File: config.mk
export PLATFORM = sky130hd
export DESIGN_NAME = ysyx_25040111_mem_arb
export DESIGN_NICKNAME = d
export VERILOG_FILES = /design/src/rtl/ysyx_25040111_mem_arb_pkg.sv /design/src/rtl/ysyx_25040111_rr_pick.sv /design/src/rtl/ysyx_25040111_mem_arb.sv
export SDC_FILE = /design/constraint.sdc
export NUM_CORES = 1
export LEC_CHECK = 0
export CAP_MARGIN = 25
export CORE_AREA = 2 2 115 117
export DETAILED_ROUTE_END_ITERATION = 8
export DIE_AREA = 0 0 117 119
export GPL_TIMING_DRIVEN = 0
export PLACE_DENSITY = 0.76
export SETUP_SLACK_MARGIN = 0.02
export SYNTH_ARGS = -nofsm -noshare
export SYNTH_HDL_FRONTEND = slang
export SYNTH_SLANG_ARGS = --single-unit
File: constraint.sdc
create_clock -name clock -period 2.4 [get_ports clock]
set_input_delay 0.72 -clock clock [delete_from_list [all_inputs] [get_ports clock]]
set_output_delay 0.72 -clock clock [all_outputs]
set_load 0.005 [all_outputs]
File: src/rtl/ysyx_25040111_mem_arb_pkg.sv
// Shared definitions for the LSU/AXI memory arbiter: FSM state encoding,
// owner encoding, the word access size and counter sizing helpers.
package ysyx_25040111_mem_arb_pkg;

  typedef enum logic [1:0] {
    StIdle  = 2'd0,
    StIssue = 2'd1,
    StWait  = 2'd2
  } arb_state_e;

  typedef enum logic {
    OwnI = 1'b0,
    OwnD = 1'b1
  } arb_owner_e;

  // LSU mask encoding for a full 32-bit word.
  localparam logic [1:0] SizeWord = 2'b11;

  // Wide enough to count 256 beats of a maximal burst.
  localparam int unsigned BeatCntW = 9;

  // Width of a counter that must reach `limit`.
  function automatic int unsigned cnt_width(int unsigned limit);
    return (limit < 2) ? 1 : $clog2(limit + 1);
  endfunction

endpackage

File: src/rtl/ysyx_25040111_rr_pick.sv
// Two-way request picker for the memory arbiter.
// Ports:
//   clk_i, rst_i    clock, synchronous active-high reset
//   i_req_i/d_req_i requests from the icache and data ports
//   update_i        transaction completed this cycle; record its owner
//   done_d_i        owner of the completing transaction (1 = D)
//   grant_valid_o   at least one request present
//   grant_d_o       winner (1 = D, 0 = I)
// PrioMode 0 alternates on a tie, PrioMode 1 always prefers D.
module ysyx_25040111_rr_pick #(
  parameter int unsigned PrioMode = 0
) (
  input  logic clk_i,
  input  logic rst_i,
  input  logic i_req_i,
  input  logic d_req_i,
  input  logic update_i,
  input  logic done_d_i,
  output logic grant_valid_o,
  output logic grant_d_o
);

  // Resets to "I was last", so D wins the first tie.
  logic last_d_q;

  always_ff @(posedge clk_i) begin
    if (rst_i) begin
      last_d_q <= 1'b0;
    end else if (update_i) begin
      last_d_q <= done_d_i;
    end
  end

  always_comb begin
    grant_valid_o = i_req_i | d_req_i;
    if (i_req_i && d_req_i) begin
      grant_d_o = (PrioMode != 0) ? 1'b1 : ~last_d_q;
    end else begin
      grant_d_o = d_req_i;
    end
  end

endmodule

File: src/rtl/ysyx_25040111_mem_arb.sv
// Sequential arbiter sharing one LSU/AXI master between the icache refill
// port (I, read bursts) and the data port (D, single-beat load/store).
// Ports:
//   clock, reset       clock, synchronous active-high reset
//   i_req/i_addr/i_len icache burst request; i_rdata/i_rvalid/i_beat/i_done back
//   d_req/d_wen/d_addr/d_wdata/d_size/d_sign  data request; d_rdata/d_done/d_err back
//   m_start/m_wen/m_ren/m_addr/m_wdata/m_size/m_sign/m_len  registered LSU command
//   m_rdata/m_rvalid/m_done  LSU response
// Optional feature: define YSYX_25040111_ARB_TIMEOUT_EN to add a WAIT watchdog
// that forces completion after TIMEOUT_CYC cycles (D reports d_err).
module ysyx_25040111_mem_arb
  import ysyx_25040111_mem_arb_pkg::*;
#(
  parameter int unsigned PRIO_MODE   = 0,
  parameter int unsigned TIMEOUT_CYC = 1023
) (
  input  logic        clock,
  input  logic        reset,
  input  logic        i_req,
  input  logic [31:0] i_addr,
  input  logic [7:0]  i_len,
  output logic [31:0] i_rdata,
  output logic        i_rvalid,
  output logic [7:0]  i_beat,
  output logic        i_done,
  input  logic        d_req,
  input  logic        d_wen,
  input  logic [31:0] d_addr,
  input  logic [31:0] d_wdata,
  input  logic [1:0]  d_size,
  input  logic        d_sign,
  output logic [31:0] d_rdata,
  output logic        d_done,
  output logic        d_err,
  output logic        m_start,
  output logic        m_wen,
  output logic        m_ren,
  output logic [31:0] m_addr,
  output logic [31:0] m_wdata,
  output logic [1:0]  m_size,
  output logic        m_sign,
  output logic [7:0]  m_len,
  input  logic [31:0] m_rdata,
  input  logic        m_rvalid,
  input  logic        m_done
);

  if (TIMEOUT_CYC == 0) begin : gen_bad_timeout
    $error("TIMEOUT_CYC must be at least 1");
  end

  arb_state_e          state_q, state_d;
  arb_owner_e          owner_q;
  logic [BeatCntW-1:0] beat_q;
  logic                grant_valid, grant_d, take_grant;
  logic                timeout_hit, done_hit;

  ysyx_25040111_rr_pick #(
    .PrioMode(PRIO_MODE)
  ) u_pick (
    .clk_i        (clock),
    .rst_i        (reset),
    .i_req_i      (i_req),
    .d_req_i      (d_req),
    .update_i     (done_hit),
    .done_d_i     (owner_q == OwnD),
    .grant_valid_o(grant_valid),
    .grant_d_o    (grant_d)
  );

  assign take_grant = (state_q == StIdle) && grant_valid;

`ifdef YSYX_25040111_ARB_TIMEOUT_EN
  localparam int unsigned ToW = cnt_width(TIMEOUT_CYC);
  logic [ToW-1:0] to_cnt_q;

  // Held at zero outside WAIT, so it restarts on every entry.
  always_ff @(posedge clock) begin
    if (reset || state_q != StWait) begin
      to_cnt_q <= '0;
    end else begin
      to_cnt_q <= to_cnt_q + ToW'(1);
    end
  end

  // A real m_done on the deadline cycle wins over the watchdog.
  assign timeout_hit = (state_q == StWait) && !m_done && (to_cnt_q == ToW'(TIMEOUT_CYC - 1));
`else
  assign timeout_hit = 1'b0;
`endif

  assign done_hit = (state_q == StWait) && (m_done || timeout_hit);

  // State register
  always_ff @(posedge clock) begin
    if (reset) begin
      state_q <= StIdle;
    end else begin
      state_q <= state_d;
    end
  end

  // Next-state logic
  always_comb begin
    state_d = state_q;
    unique case (state_q)
      StIdle:  if (grant_valid) state_d = StIssue;
      StIssue: state_d = StWait;
      StWait:  if (done_hit) state_d = StIdle;
      default: state_d = StIdle;
    endcase
  end

  // Latched command; held unchanged until the next grant.
  always_ff @(posedge clock) begin
    if (reset) begin
      owner_q <= OwnI;
      beat_q  <= '0;
      m_start <= 1'b0;
      m_wen   <= 1'b0;
      m_ren   <= 1'b0;
      m_addr  <= '0;
      m_wdata <= '0;
      m_size  <= '0;
      m_sign  <= 1'b0;
      m_len   <= '0;
    end else begin
      m_start <= take_grant;
      if (take_grant) begin
        beat_q <= '0;
        if (grant_d) begin
          owner_q <= OwnD;
          m_wen   <= d_wen;
          m_ren   <= ~d_wen;
          m_addr  <= d_addr;
          m_wdata <= d_wdata;
          m_size  <= d_size;
          m_sign  <= d_sign;
          m_len   <= '0;
        end else begin
          owner_q <= OwnI;
          m_wen   <= 1'b0;
          m_ren   <= 1'b1;
          m_addr  <= i_addr;
          m_wdata <= '0;
          m_size  <= SizeWord;
          m_sign  <= 1'b0;
          m_len   <= i_len;
        end
      end else if (state_q == StWait && owner_q == OwnI && m_rvalid) begin
        beat_q <= beat_q + BeatCntW'(1);
      end
    end
  end

  // Response steering: combinational so beats and done reach the owner in the
  // same cycle the LSU presents them.
  always_comb begin
    i_rdata  = '0;
    i_rvalid = 1'b0;
    i_beat   = '0;
    i_done   = 1'b0;
    d_rdata  = '0;
    d_done   = 1'b0;
    d_err    = 1'b0;
    if (state_q == StWait) begin
      if (owner_q == OwnI) begin
        if (m_rvalid && !timeout_hit) begin
          i_rvalid = 1'b1;
          i_rdata  = m_rdata;
          i_beat   = beat_q[7:0];
        end
        i_done = done_hit;
      end else begin
        d_done = done_hit;
        if (m_done && !m_wen) d_rdata = m_rdata;
        d_err = timeout_hit;
      end
    end
  end

`ifndef SYNTHESIS
  // The final beat arrives together with m_done, so count it in.
  logic [BeatCntW-1:0] beats_seen;
  assign beats_seen = beat_q + BeatCntW'(m_rvalid);

  always_ff @(posedge clock) begin
    if (!reset && state_q == StWait && owner_q == OwnI && m_done) begin
      assert (beats_seen == BeatCntW'(m_len) + BeatCntW'(1))
        else $error("mem_arb: burst ended after %0d beats, expected %0d", beats_seen, m_len + 1);
    end
  end
`endif

endmodule

==> results.json <==
{
  "status": "finished, violations left",
  "violations": "setup timing",
  "area_growth_pct": 100,
  "core-area_mm2": 0.0129,
  "pin_count": 300,
  "initial_core_util_pct": 29.3,
  "synth-edff-count": 0,
  "finalSetupViolCount": 24,
  "portBuffers": 298,
  "crit_path_start_kind": "input port",
  "rows": 42,
  "crit_path_max_fanout": 6,
  "slew_viol_final": 0,
  "rsz0062_at_grt": "yes",
  "fin_skew_ps": 10.7,
  "viasPerCell": 4.68,
  "syn_area_per_cell_um2": 10.4,
  "dieArea_mm2": 0.0139,
  "fin_crit_sh_pct": 105,
  "min_period_ps": 2510,
  "synth-async-reset-ratio_pct": 0,
  "peakVddDrop_mv": 0.285,
  "synth-seq-cells": 90,
  "grt-ovfl-total": 0,
  "grt_max_degree": 15,
  "synth_cell_type_count": 35,
  "first_pass_iters": 4,
  "required_ps": 1680,
  "final_nets": 855,
  "syn-cell-area_mm2": 0.00377,
  "diodes": 0,
  "timing.hold.ws_ps": 462,
  "power_density_mw_per_mm2": 507,
  "final_cell_area_mm2": 0.00756,
  "drive_gt1_share_pct": 25.5,
  "synth.top_cell.area_share_pct": 47.8,
  "placed_area_mm2": 0.00697,
  "seq_area_mm2": 0.00181,
  "fin_ws_ps": -113,
  "insertion_delay_ps": 340,
  "worstSetupPathType": "in -> out",
  "maxCapViolCount": 0,
  "cts.sinks": 90,
  "yosys_most_used_dff": "dfxtp_1",
  "track_usage_pct": 20.9,
  "netlist_instances": 362,
  "place_congestion": 0.808,
  "grt_pass1_wl_um": 22300,
  "drt_iter0_drc": 112,
  "vias": 4161,
  "htreeDepth": 3,
  "maxClockFrequency_ghz": 0.398,
  "syn_nets": 509,
  "place_ws_ps": -1100,
  "yosysWarningCount": 0,
  "cts_buffers": 9,
  "yosysSeqAreaShare_pct": 47.8,
  "grt_antenna_before_repair": 0,
  "remaining_drc_errors": 0,
  "ant_nets": 0,
  "multi_input_area_mm2": 0.00186,
  "max-slew-margin-rel_pct": 59.3,
  "fin_util_pct": 58.7,
  "wl_per_cell_um": 17.3,
  "die_height_um": 119,
  "grt_pass1_vias": 4341,
  "hold_viol": 0,
  "root_buffer": "clkbuf_16",
  "holdBufCountCts": 0,
  "drt_wl_total_um": 15400,
  "cts_tree": "done",
  "clk_pin_slew_worst_paths_ps": 60,
  "die-width_um": 117,
  "hp-class": "reg -> reg",
  "regToRegSetupSlack_ps": 720,
  "tightest_slew_ps": 607,
  "critPathCaptureType": "output port",
  "worstPathArrival_ps": 1790,
  "synth_area_leader_cell": "dfxtp_1",
  "p_leak_uw": 0.00327,
  "num-fill-cells": 1101,
  "cts_max_path_buffers": 2,
  "dp_hpwl_um": 11500,
  "yosys-top-cells-area": "dfxtp_1 48%, and2_1 12%, a22o_1 10%"
}
## registers in the layout, summed over array words and instances (netlist names), 2 cells and up
signal,cells
m_addr,32
m_wdata,32
beat_q,8
m_len,8
m_size,2
state_q,2
## worst paths after layout
kind         startpoint          end  cells after the start
max              m_done  d_rdata[11]                      9
min           m_addr[5]    m_addr[5]                      1
max reg2reg     owner_q    beat_q[7]                      5
min reg2reg   m_addr[5]    m_addr[5]                      1
## logic make-up after synthesis
family,Yosys count,synth area share [%]
other,1,0.0995
AO/OA/AOI/OAI,96,21.1
AND/OR/NAND/NOR,104,17.0
flip-flops,90,47.8
buffers and inverters,36,4.71
adder cells (fa/ha/maj),1,0.332
multiplexers,33,8.76
XOR/XNOR,1,0.232
## final cells by class
cell class / instances / area share, %
multi-input combinational: 236 / 24.6
inverter: 8 / 0.464
clock buffer: 12 / 3.26
clock inverter: 4 / 0.364
tap: 176 / 2.91
timing repair buffer: 336 / 41.7
timing repair inverter: 1 / 0.0828
buffer: 26 / 2.63
sequential: 90 / 24.0
## metrics by stage
step,setup TNS [ps],instances,total power [uW]
floorplan,0,362,1940
global placement,-70240,836,2500
detailed placement,-72840,836,2520
CTS,-4610,887,3870
global route,-2470,889,4010
finish,-1240,889,3830
## layout by cell type (no fill, tap or decap), types with 2 or more instances in the layout
cell,Yosys,final
a21oi_1,8,8
a22o_1,44,44
and2_1,71,47
and2_4,0,24
buf_2,13,26
buf_4,3,16
buf_6,2,41
buf_8,0,4
clkbuf_1,10,5
clkbuf_16,0,9
clkbuf_2,0,39
clkbuf_8,0,8
clkdlybuf4s50_1,0,221
clkinv_2,0,2
clkinv_4,0,3
dfxtp_1,90,87
dfxtp_4,0,3
inv_1,7,7
mux2i_1,33,33
nand2_1,6,6
nand2b_1,2,2
nand3_1,4,4
nor2_1,8,7
o21ai_0,2,2
o2bb2ai_1,33,33
o31ai_1,4,4
or3_1,2,2
or4_1,4,4
## synth_stat cells, types with 6 or more instances
| cell type | count |
|---|---|
| dfxtp_1 | 90 |
| inv_1 | 7 |
| a21oi_1 | 8 |
| o2bb2ai_1 | 33 |
| clkbuf_1 | 10 |
| nor2_1 | 8 |
| mux2i_1 | 33 |
| a22o_1 | 44 |
| and2_1 | 71 |
| nand2_1 | 6 |
| buf_2 | 13 |
## critical path: stages
cell      delay [ps]
buf_6             70
nand4b_1         180
nor2_4           160
buf_12           140
buf_8            100
buf_6            100
buf_6             90
and2_4           130
buf_6             80
## where the power goes
part           internal [uW]  leakage (uW)  total, uW  switching [uW]
Sequential              1610      0.000740       1680            68.1
Combinational            554       0.00239        848             294
Clock                    731      0.000137       1310             574
## per-layer routing
layer  vias up  global-route usage [%]  part of all wire (%)
met5         -                       0                     0
li1       1999                       -                     -
met4         0                    10.6                   4.4
met1      1916                    19.9                    36
met2       206                    39.5                    52
met3        40                    6.16                   8.4
## timing repair
item,in CTS,in global routing
buffers inserted,28,4
pin swaps,4,7
endpoints found under the hold margin,0,0
endpoints found under the setup margin,75,74
resized for setup,234,133
cloned,7,0
Note: power is estimated with default switching activity, not from simulation.
